### src/rtl/conv_pkg.sv
// Shared types and constants for the convolution accelerator stream blocks.
package conv_pkg;

    typedef enum logic [2:0] {
        IDLE   = 3'd0,
        SEND_W = 3'd1,
        SEND_B = 3'd2,
        SEND_X = 3'd3,
        DRAIN  = 3'd4,
        DONE   = 3'd5
    } tx_state_t;

    // Source of the word currently in flight towards the skid buffer.
    typedef enum logic [1:0] {
        SRC_W = 2'd0,
        SRC_B = 2'd1,
        SRC_X = 2'd2
    } tx_src_t;

    localparam int TUSER_NEWW_BIT = 0;
    localparam int TUSER_K_LSB    = 1;

endpackage

### src/rtl/conv_stream_tx_skid.sv
// Two-entry skid FIFO in front of the stream output; reports its occupancy
// so the reader can throttle RAM reads.
module axis_skid2 #(
    parameter int W = 24
) (
    input  logic         clk,
    input  logic         reset_n,
    input  logic         push,
    input  logic [W-1:0] push_data,
    input  logic         ready,
    output logic         valid,
    output logic [W-1:0] data,
    output logic [1:0]   occ
);

    logic [W-1:0] mem [2];
    logic         wr_ptr;
    logic         rd_ptr;
    logic         pop;

    assign valid = (occ != 2'd0);
    assign data  = mem[rd_ptr];
    assign pop   = valid & ready;

    // The writer guarantees push never lands on a full buffer unless a pop
    // happens in the same cycle.
    always_ff @(posedge clk or negedge reset_n) begin
        if (!reset_n) begin
            mem[0] <= '0;
            mem[1] <= '0;
            wr_ptr <= 1'b0;
            rd_ptr <= 1'b0;
            occ    <= 2'd0;
        end else begin
            if (push) begin
                mem[wr_ptr] <= push_data;
                wr_ptr      <= ~wr_ptr;
            end
            if (pop) begin
                rd_ptr <= ~rd_ptr;
            end
            occ <= occ + 2'(push) - 2'(pop);
        end
    end

endmodule

### src/rtl/conv_stream_tx.sv
// Streams W, B and X words from the staging RAMs into the convolution
// accelerator input, with 1-cycle RAM latency hidden behind a 2-entry skid.
//
// state  | meaning
// IDLE   | waiting for a command, CMD_READY high
// SEND_W | reading W[0..K*K-1]
// SEND_B | injecting the latched bias word
// SEND_X | reading X[0..R*C-1]
// DRAIN  | waiting for the last word to leave the skid buffer
// DONE   | one-cycle completion pulse
module conv_stream_tx
    import conv_pkg::*;
#(
    parameter  int INW         = 24,
    parameter  int R           = 16,
    parameter  int C           = 17,
    parameter  int MAXK        = 9,
    localparam int K_BITS      = $clog2(MAXK + 1),
    localparam int X_ADDR_BITS = $clog2(R * C),
    localparam int W_ADDR_BITS = $clog2(MAXK * MAXK)
) (
    input  logic                   clk,
    input  logic                   reset_n,
    input  logic                   CMD_VALID,
    output logic                   CMD_READY,
    input  logic [K_BITS-1:0]      CMD_K,
    input  logic                   CMD_NEW_W,
    input  logic [INW-1:0]         CMD_B,
    output logic [X_ADDR_BITS-1:0] X_RD_ADDR,
    output logic                   X_RD_EN,
    input  logic [INW-1:0]         X_RD_DATA,
    output logic [W_ADDR_BITS-1:0] W_RD_ADDR,
    output logic                   W_RD_EN,
    input  logic [INW-1:0]         W_RD_DATA,
    output logic [INW-1:0]         OUTPUT_TDATA,
    output logic                   OUTPUT_TVALID,
    output logic [K_BITS:0]        OUTPUT_TUSER,
    input  logic                   OUTPUT_TREADY,
    output logic                   DONE,
    output logic                   CMD_ERR
);

    localparam int KK_BITS = W_ADDR_BITS + 1;

    tx_state_t              state;
    tx_src_t                pend_src;
    tx_src_t                src_now;
    logic [K_BITS-1:0]      k_q;
    logic                   new_w_q;
    logic [INW-1:0]         b_q;
    logic [W_ADDR_BITS-1:0] w_cnt;
    logic [X_ADDR_BITS-1:0] x_cnt;
    logic                   pend;
    logic                   cmd_err_q;
    logic [1:0]             occ;
    logic [1:0]             slots;
    logic                   pop;
    logic                   can_issue;
    logic                   issue;
    logic                   w_last;
    logic                   x_last;
    logic                   cmd_bad;
    logic                   drained;
    logic [KK_BITS-1:0]     kk;
    logic [INW-1:0]         push_data;
    logic [K_BITS:0]        tuser_w;

    assign cmd_bad = (CMD_K == '0) || (int'(CMD_K) > MAXK) ||
                     (int'(CMD_K) > R) || (int'(CMD_K) > C);

    assign kk     = KK_BITS'(k_q) * KK_BITS'(k_q);
    assign w_last = ({1'b0, w_cnt} == kk - KK_BITS'(1));
    assign x_last = (x_cnt == X_ADDR_BITS'(R * C - 1));

    // A word leaving the buffer this cycle frees its slot for a new read,
    // which is what allows one word per cycle with only two entries.
    assign pop       = OUTPUT_TVALID & OUTPUT_TREADY;
    assign slots     = occ - 2'(pop) + 2'(pend);
    assign can_issue = ~slots[1];
    assign issue     = can_issue && (state inside {SEND_W, SEND_B, SEND_X});
    assign drained   = !pend && ((occ == 2'd0) || ((occ == 2'd1) && pop));

    assign W_RD_EN   = (state == SEND_W) && can_issue;
    assign X_RD_EN   = (state == SEND_X) && can_issue;
    assign W_RD_ADDR = w_cnt;
    assign X_RD_ADDR = x_cnt;
    assign CMD_READY = (state == IDLE);
    assign DONE      = (state == conv_pkg::DONE);
    assign CMD_ERR   = cmd_err_q;

    always_comb begin
        src_now = SRC_X;
        case (state)
            SEND_W:  src_now = SRC_W;
            SEND_B:  src_now = SRC_B;
            default: src_now = SRC_X;
        endcase
    end

    always_comb begin
        push_data = X_RD_DATA;
        case (pend_src)
            SRC_W:   push_data = W_RD_DATA;
            SRC_B:   push_data = b_q;
            default: push_data = X_RD_DATA;
        endcase
    end

    always_comb begin
        tuser_w = '0;
        tuser_w[TUSER_NEWW_BIT]        = new_w_q;
        tuser_w[TUSER_K_LSB +: K_BITS] = k_q;
        OUTPUT_TUSER = OUTPUT_TVALID ? tuser_w : '0;
    end

    always_ff @(posedge clk or negedge reset_n) begin
        if (!reset_n) begin
            state     <= IDLE;
            pend_src  <= SRC_W;
            k_q       <= '0;
            new_w_q   <= 1'b0;
            b_q       <= '0;
            w_cnt     <= '0;
            x_cnt     <= '0;
            pend      <= 1'b0;
            cmd_err_q <= 1'b0;
        end else begin
            cmd_err_q <= 1'b0;
            pend      <= issue;
            if (issue) begin
                pend_src <= src_now;
            end
            case (state)
                IDLE: begin
                    if (CMD_VALID) begin
                        k_q     <= CMD_K;
                        new_w_q <= CMD_NEW_W;
                        b_q     <= CMD_B;
                        if (cmd_bad) begin
                            cmd_err_q <= 1'b1;
                        end else begin
                            state <= CMD_NEW_W ? SEND_W : SEND_X;
                        end
                    end
                end
                SEND_W: begin
                    if (issue) begin
                        if (w_last) begin
                            w_cnt <= '0;
                            state <= SEND_B;
                        end else begin
                            w_cnt <= w_cnt + 1'b1;
                        end
                    end
                end
                SEND_B: begin
                    if (issue) begin
                        state <= SEND_X;
                    end
                end
                SEND_X: begin
                    if (issue) begin
                        if (x_last) begin
                            x_cnt <= '0;
                            state <= DRAIN;
                        end else begin
                            x_cnt <= x_cnt + 1'b1;
                        end
                    end
                end
                DRAIN: begin
                    if (drained) begin
                        state <= conv_pkg::DONE;
                    end
                end
                conv_pkg::DONE: state <= IDLE;
                default:        state <= IDLE;
            endcase
        end
    end

    axis_skid2 #(
        .W(INW)
    ) u_skid (
        .clk       (clk),
        .reset_n   (reset_n),
        .push      (pend),
        .push_data (push_data),
        .ready     (OUTPUT_TREADY),
        .valid     (OUTPUT_TVALID),
        .data      (OUTPUT_TDATA),
        .occ       (occ)
    );

endmodule

### config.mk
export PLATFORM = sky130hd
export DESIGN_NAME = conv_stream_tx
export DESIGN_NICKNAME = d
export VERILOG_FILES = /design/src/rtl/conv_pkg.sv /design/src/rtl/conv_stream_tx_skid.sv /design/src/rtl/conv_stream_tx.sv
export SDC_FILE = /design/constraint.sdc
export NUM_CORES = 1
export LEC_CHECK = 0
export ABC_CLOCK_PERIOD_IN_PS = 4760
export CORE_UTILIZATION = 53
export CTS_CLUSTER_SIZE = 30
export DETAILED_ROUTE_END_ITERATION = 8
export HOLD_SLACK_MARGIN = 0.05
export PLACE_DENSITY_LB_ADDON = 0.2
export REMOVE_ABC_BUFFERS = 1
export SETUP_SLACK_MARGIN = 0.1
export SYNTH_ARGS = -nofsm -noshare
export SYNTH_HDL_FRONTEND = slang
export SYNTH_HIERARCHICAL = 1
export SYNTH_SLANG_ARGS = --single-unit
### constraint.sdc
create_clock -name clk -period 4.76 [get_ports clk]
set_input_delay 0.952 -clock clk [delete_from_list [all_inputs] [get_ports clk]]
set_output_delay 0.952 -clock clk [all_outputs]
set_load 0.05 [all_outputs]
Word level (Yosys, flattened, before mapping)
Cells that the tools add are included.
{"block": "totals", "register_bits": 104, "inputBits": 81, "out_inout_bits": 51, "word_cells": 92}
{"block": "op_classes", "add_sub_neg": 7, "multipliers": 1, "n_lt_le_gt_ge": 4, "eq_ne": 17, "mux": 24, "n_bitwise": 6, "n_reduce_logical": 19}
{"cell": "24-bit 2-to-1 mux", "n": 4}
{"cell": "48-bit bitwise mux", "n": 1}
{"cell": "24-bit one-hot mux with 2 select lines", "n": 1}
{"cell": "24-bit demux with 1-bit select", "n": 1}
{"cell": "3-bit 2-to-1 mux", "n": 8}
{"cell": "2-bit inequality test (second input constant)", "n": 8}
{"cell": "3-bit one-hot mux with 5 select lines", "n": 1}
{"cell": "9-bit by 1-bit adder with 9-bit output (second input constant)", "n": 1}
{"cell": "9-bit == test (second input constant)", "n": 1}
{"cell": "9-bit 2-to-1 mux", "n": 1}
{"cell": "7-bit by 8-bit == test with 1-bit output", "n": 1}
{"cell": "4-bit by 4-bit multiplier with 8-bit output", "n": 1}
{"cell": "8-bit AND reduction", "n": 1}
{"cell": "8-bit by 1-bit subtractor with 8-bit output (second input constant)", "n": 1}
{"cell": "7-bit by 1-bit adder with 7-bit output (second input constant)", "n": 1}
{"cell": "7-bit 2-to-1 mux", "n": 1}
{"cell": "3-bit by 2-bit == test with 1-bit output (second input constant)", "n": 2}
{"cell": "3-bit == test (second input constant)", "n": 2}
{"cell": "1-bit logical AND", "n": 6}
{"cell": "2-bit AND reduction", "n": 3}
{"cell": "5-bit 2-to-1 mux", "n": 1}
{"cell": "2-bit by 1-bit adder with 2-bit output", "n": 2}
{"cell": "2-bit by 1-bit == test with 1-bit output (second input constant)", "n": 2}
{"cell": "2-bit greater-or-equal comparator (second input constant)", "n": 2}
{"cell": "17 further kinds", "n": 25}

Depth between registers and ports, before layout
{"block": "depth", "ltp_word": 8, "depth_mapped": 13, "mapped_depth_nobuf": 12}

By module
The synthesis kept the hierarchy.
{"module": "conv_stream_tx", "n_inst": 1, "cells_per_inst": 356, "area_each_um2": 3367.0, "seq_area_each_um2": 1301.2}
{"module": "axis_skid2", "n_inst": 1, "cells_per_inst": 144, "area_each_um2": 2403.6, "seq_area_each_um2": 1301.2}

Worst setup path after synthesis
No wires, ideal clock.
{"block": "synth_timing", "kind": "in2out", "from": "in OUTPUT_TREADY", "to": "out W_RD_EN", "arrival_time_ns": 2.397, "t_required_ns": 3.808, "setup_slack_ns": 1.411, "cell_stages": 6, "n_path_buf": 0, "cell_sequence": "and2_1 > ha_1 > xnor2_1 > xor2_2 > nand3_4 > clkinv_1"}
{"block": "synth_via", "elab_chain_cells": 5}
{"item": "start, declared", "line_no": "conv_stream_tx.sv:38", "source": "input logic OUTPUT_TREADY,"}
{"item": "1-bit bitwise AND", "line_no": "conv_stream_tx.sv:77", "source": "assign pop = OUTPUT_TVALID & OUTPUT_TREADY;"}
{"item": "2-bit by 1-bit subtractor with 2-bit output", "line_no": "conv_stream_tx.sv:78", "source": "assign slots = occ - 2'(pop) + 2'(pend);"}
{"item": "2-bit by 1-bit adder with 2-bit output", "line_no": "conv_stream_tx.sv:78"}
{"item": "1-bit inverter", "line_no": "conv_stream_tx.sv:79", "source": "assign can_issue = ~slots[1];"}
{"item": "1-bit logical AND", "line_no": "conv_stream_tx.sv:83", "source": "assign W_RD_EN = (state == SEND_W) && can_issue;"}
{"item": "end, declared", "line_no": "conv_stream_tx.sv:33", "source": "output logic W_RD_EN,"}
No other way between the ends.

Final worst setup path
Ends and elaborated chain as after synthesis.

==> flow_summary.json <==
{
  "top_usage_layer": "met2",
  "synthSimpleGateAreaFrac_pct": 11.6,
  "ios": 132,
  "regToRegSetupSlack_ps": 1290,
  "drt.antenna.violating_nets": 0,
  "cts_buffer_depth": 2,
  "grt_use_met2_pct": 41.1,
  "cap_viol_max_count": 0,
  "layout_setup_ws_ps": 657,
  "wl_per_cell_um": 16.6,
  "hold-path-endpoint": "u_skid/mem[5]$_DFFE_PN0P_",
  "rr_worst_depth": 12,
  "worstSetupStartpointType": "input pin",
  "setup_violations": 0,
  "use_met1_pct": 28.9,
  "p_int_w": 0.00322,
  "rsz0062_at_grt": "false",
  "synthArstFlopShare_pct": 100,
  "avgSynthCellArea_um2": 11.5,
  "slew_headroom_pct": 21.8,
  "cts_root_buffer": "clkbuf_8",
  "pwr-share-comb_pct": 62.5,
  "ys_ff_latch": 104,
  "synth-compound-area-share_pct": 7.50,
  "area_growth_pct": 26.6,
  "clk_pin_slew_ps": 90,
  "grt_overflow": 0,
  "final.period_utilization_pct": 86.2,
  "synth-edff-count": 0,
  "end_kind": "output pin",
  "synth_xor_area_share_pct": 3.32,
  "port_buffers": 131,
  "worst_pin_slew_ps": 1170,
  "antenna_found_initial": 0,
  "ctsResizeCount": 0,
  "clk_latency_ps": 390,
  "cts.htree.levels": 3,
  "netlist_instances": 500,
  "viasPerCell": 5.59,
  "hold_depth": 1,
  "n_antenna_cell": 0,
  "ir_worst_vdd_uv": 533,
  "reg2reg_to": "W_RD_ADDR[5]$_DFFE_PN0P_",
  "path_max_fanout": 8,
  "fin_nets": 713,
  "yosysWarnings": 6,
  "status": "completed",
  "netSwitchingFraction_pct": 45.8,
  "multi_input_area_mm2": 0.00295,
  "synth-seq-area-share_pct": 45.1,
  "drc": 0,
  "routed_wl_mm": 12.6,
  "preCtsSetupSlack_ps": 663,
  "cp.required_ps": 3810,
  "fmax_ghz": 0.244,
  "synth_top_family_by_area": "multiplexers",
  "die_area_mm2": 0.0113,
  "rows": 37,
  "drtIter0Drc": 204,
  "period_needed_ps": 4100,
  "postCtsSetupRepairBufs": 0,
  "core-area_mm2": 0.0105,
  "hold_class": "flip-flop to flip-flop",
  "mostFrequentLayoutCells": "clkdlybuf4s50_1, dfrtp_1, mux2_2",
  "yosys_most_used_dff": "dfrtp_1",
  "grt_pass1_wl_mm": 21.0,
  "yosys.area_share.adder_pct": 2.82,
  "via_count": 4252,
  "layout.area.seq_mm2": 0.00260,
  "firstDrtPassIters": 5,
  "skew_ps": 12.6,
  "hp-start": "u_skid/mem[5]$_DFFE_PN0P_",
  "dp_hpwl_mm": 8.85,
  "critical_path_class": "input pin to output pin",
  "syn_area_mm2": 0.00577,
  "nFillCells": 810,
  "p_sw_w": 0.00272,
  "layout_commonest_cell": "clkdlybuf4s50_1",
  "holdBufCountCts": 0,
  "drive_gt1_share_pct": 21.6,
  "p_leak_nw": 3.02,
  "synth.area.mux_share_pct": 26.0,
  "track_usage_pct": 23.8,
  "hold_viol": 0,
  "ys_types": 56,
  "grt_pass1_vias": 4405,
  "power_density_mw_per_mm2": 813,
  "dieWidth_um": 106,
  "tns_ps": 0,
  "start_util_pct": 55.2,
  "use_met3_pct": 5.89,
  "slew_viol_final": 0,
  "crit-reg2reg-launch": "k_q[0]$_DFFE_PN0P_",
  "grt_start_max_net_pins": 66,
  "place_congestion": 0.867,
  "p_seq_share_pct": 27.9,
  "cts_buffers": 9,
  "worstPathArrival_ps": 3150,
  "cts_sinks": 104,
  "cts_tree": "built",
  "clkPwrFrac_pct": 9.6,
  "die_h_um": 106
}
## synth_stat cells (3+ instances only)
master	instances	share of area, %
buf_2	11	0.95
nand4b_1	3	0.46
nor2b_1	5	0.54
clkbuf_1	11	0.72
o21a_1	3	0.39
a21boi_0	3	0.39
nand4_1	6	0.65
o31ai_1	3	0.39
mux2_2	74	14
and3_1	4	0.43
nand3b_1	4	0.52
nor2_1	23	1.5
o21ai_0	37	3.2
and2_1	7	0.76
o211ai_1	3	0.39
nand2_1	46	3.0
dfrtp_1	104	45
inv_1	10	0.65
nor3_1	7	0.61
ha_1	13	2.8
mux2_4	27	7.0
mux2i_1	26	4.5
xnor2_1	9	1.4
a21oi_1	7	0.61
buf_6	3	0.59
nand3_1	4	0.35
xor2_1	11	1.7
## registers in the layout (all words and copies together), names as in the netlist, 2 cells and up
| signal | flops |
|---|---|
| k_q | 4 |
| u_skid/mem | 48 |
| b_q | 24 |
| X_RD_ADDR | 9 |
| W_RD_ADDR | 7 |
| u_skid/occ | 2 |
| pend_src | 2 |
| state | 3 |
## how the worst max path moves through the flow
stage,from,end,depth (start not counted)
floorplan,OUTPUT_TREADY,W_RD_EN,6
global placement,OUTPUT_TREADY,W_RD_EN,8
detailed placement,OUTPUT_TREADY,W_RD_EN,8
CTS,OUTPUT_TREADY,W_RD_EN,8
global route,OUTPUT_TREADY,X_RD_EN,8
finish,OUTPUT_TREADY,W_RD_EN,8
## layer usage
metal | part of all wire, % | wire, µm
met1 | 42 | 5320
met2 | 51 | 6450
met3 | 4.8 | 599
met4 | 1.7 | 212
met5 | 0 | 0
## power groups by stage
stage	sequential (W)	clock, W	combinational (W)
after floorplan	0.00170	0	0.00267
after detailed placement	0.00168	0	0.00371
after CTS	0.00166	0.000591	0.00373
after global routing	0.00173	0.000622	0.00397
final	0.00166	0.000569	0.00371
after global placement	0.00164	0	0.00362
## cell families (layout without fill, tap and decap cells)
group / after synthesis / count (layout)
buffers and inverters: 39 / 163
adder cells (fa/ha/maj): 13 / 13
AND/OR/NAND/NOR: 126 / 126
flip-flops: 104 / 104
multiplexers: 127 / 127
XOR/XNOR: 21 / 21
AO/OA/AOI/OAI: 70 / 70
## cell type report
class	count	area share, %
repair buffers	135	18.3
flip-flops and latches	104	35.6
multi-input cells	357	40.4
inverters	12	0.617
well taps	136	2.33
clock buffers	14	2.23
clock inverters	2	0.514
## stage by stage
| step | hold WS (ps) | std cells | util [%] | power [W] | area, µm² |
|---|---|---|---|---|---|
| after detailed placement | 490 | 744 | 67.9 | 0.00539 | 7100 |
| final | 510 | 760 | 69.8 | 0.00594 | 7300 |
| after global routing | 531 | 760 | 69.8 | 0.00632 | 7300 |
| after floorplan | 473 | 473 | - | 0.00437 | 5600 |
| after global placement | 482 | 744 | 67.9 | 0.00526 | 7100 |
| after CTS | 512 | 760 | 69.8 | 0.00598 | 7300 |
## critical path: stages
cell	delay, ps
clkdlybuf4s50_1	430
and2_1	190
ha_1	200
xnor2_1	350
xor2_2	420
nand3_4	170
clkinv_1	210
buf_4	230
No activity file was read; power rests on OpenSTA's default activity.
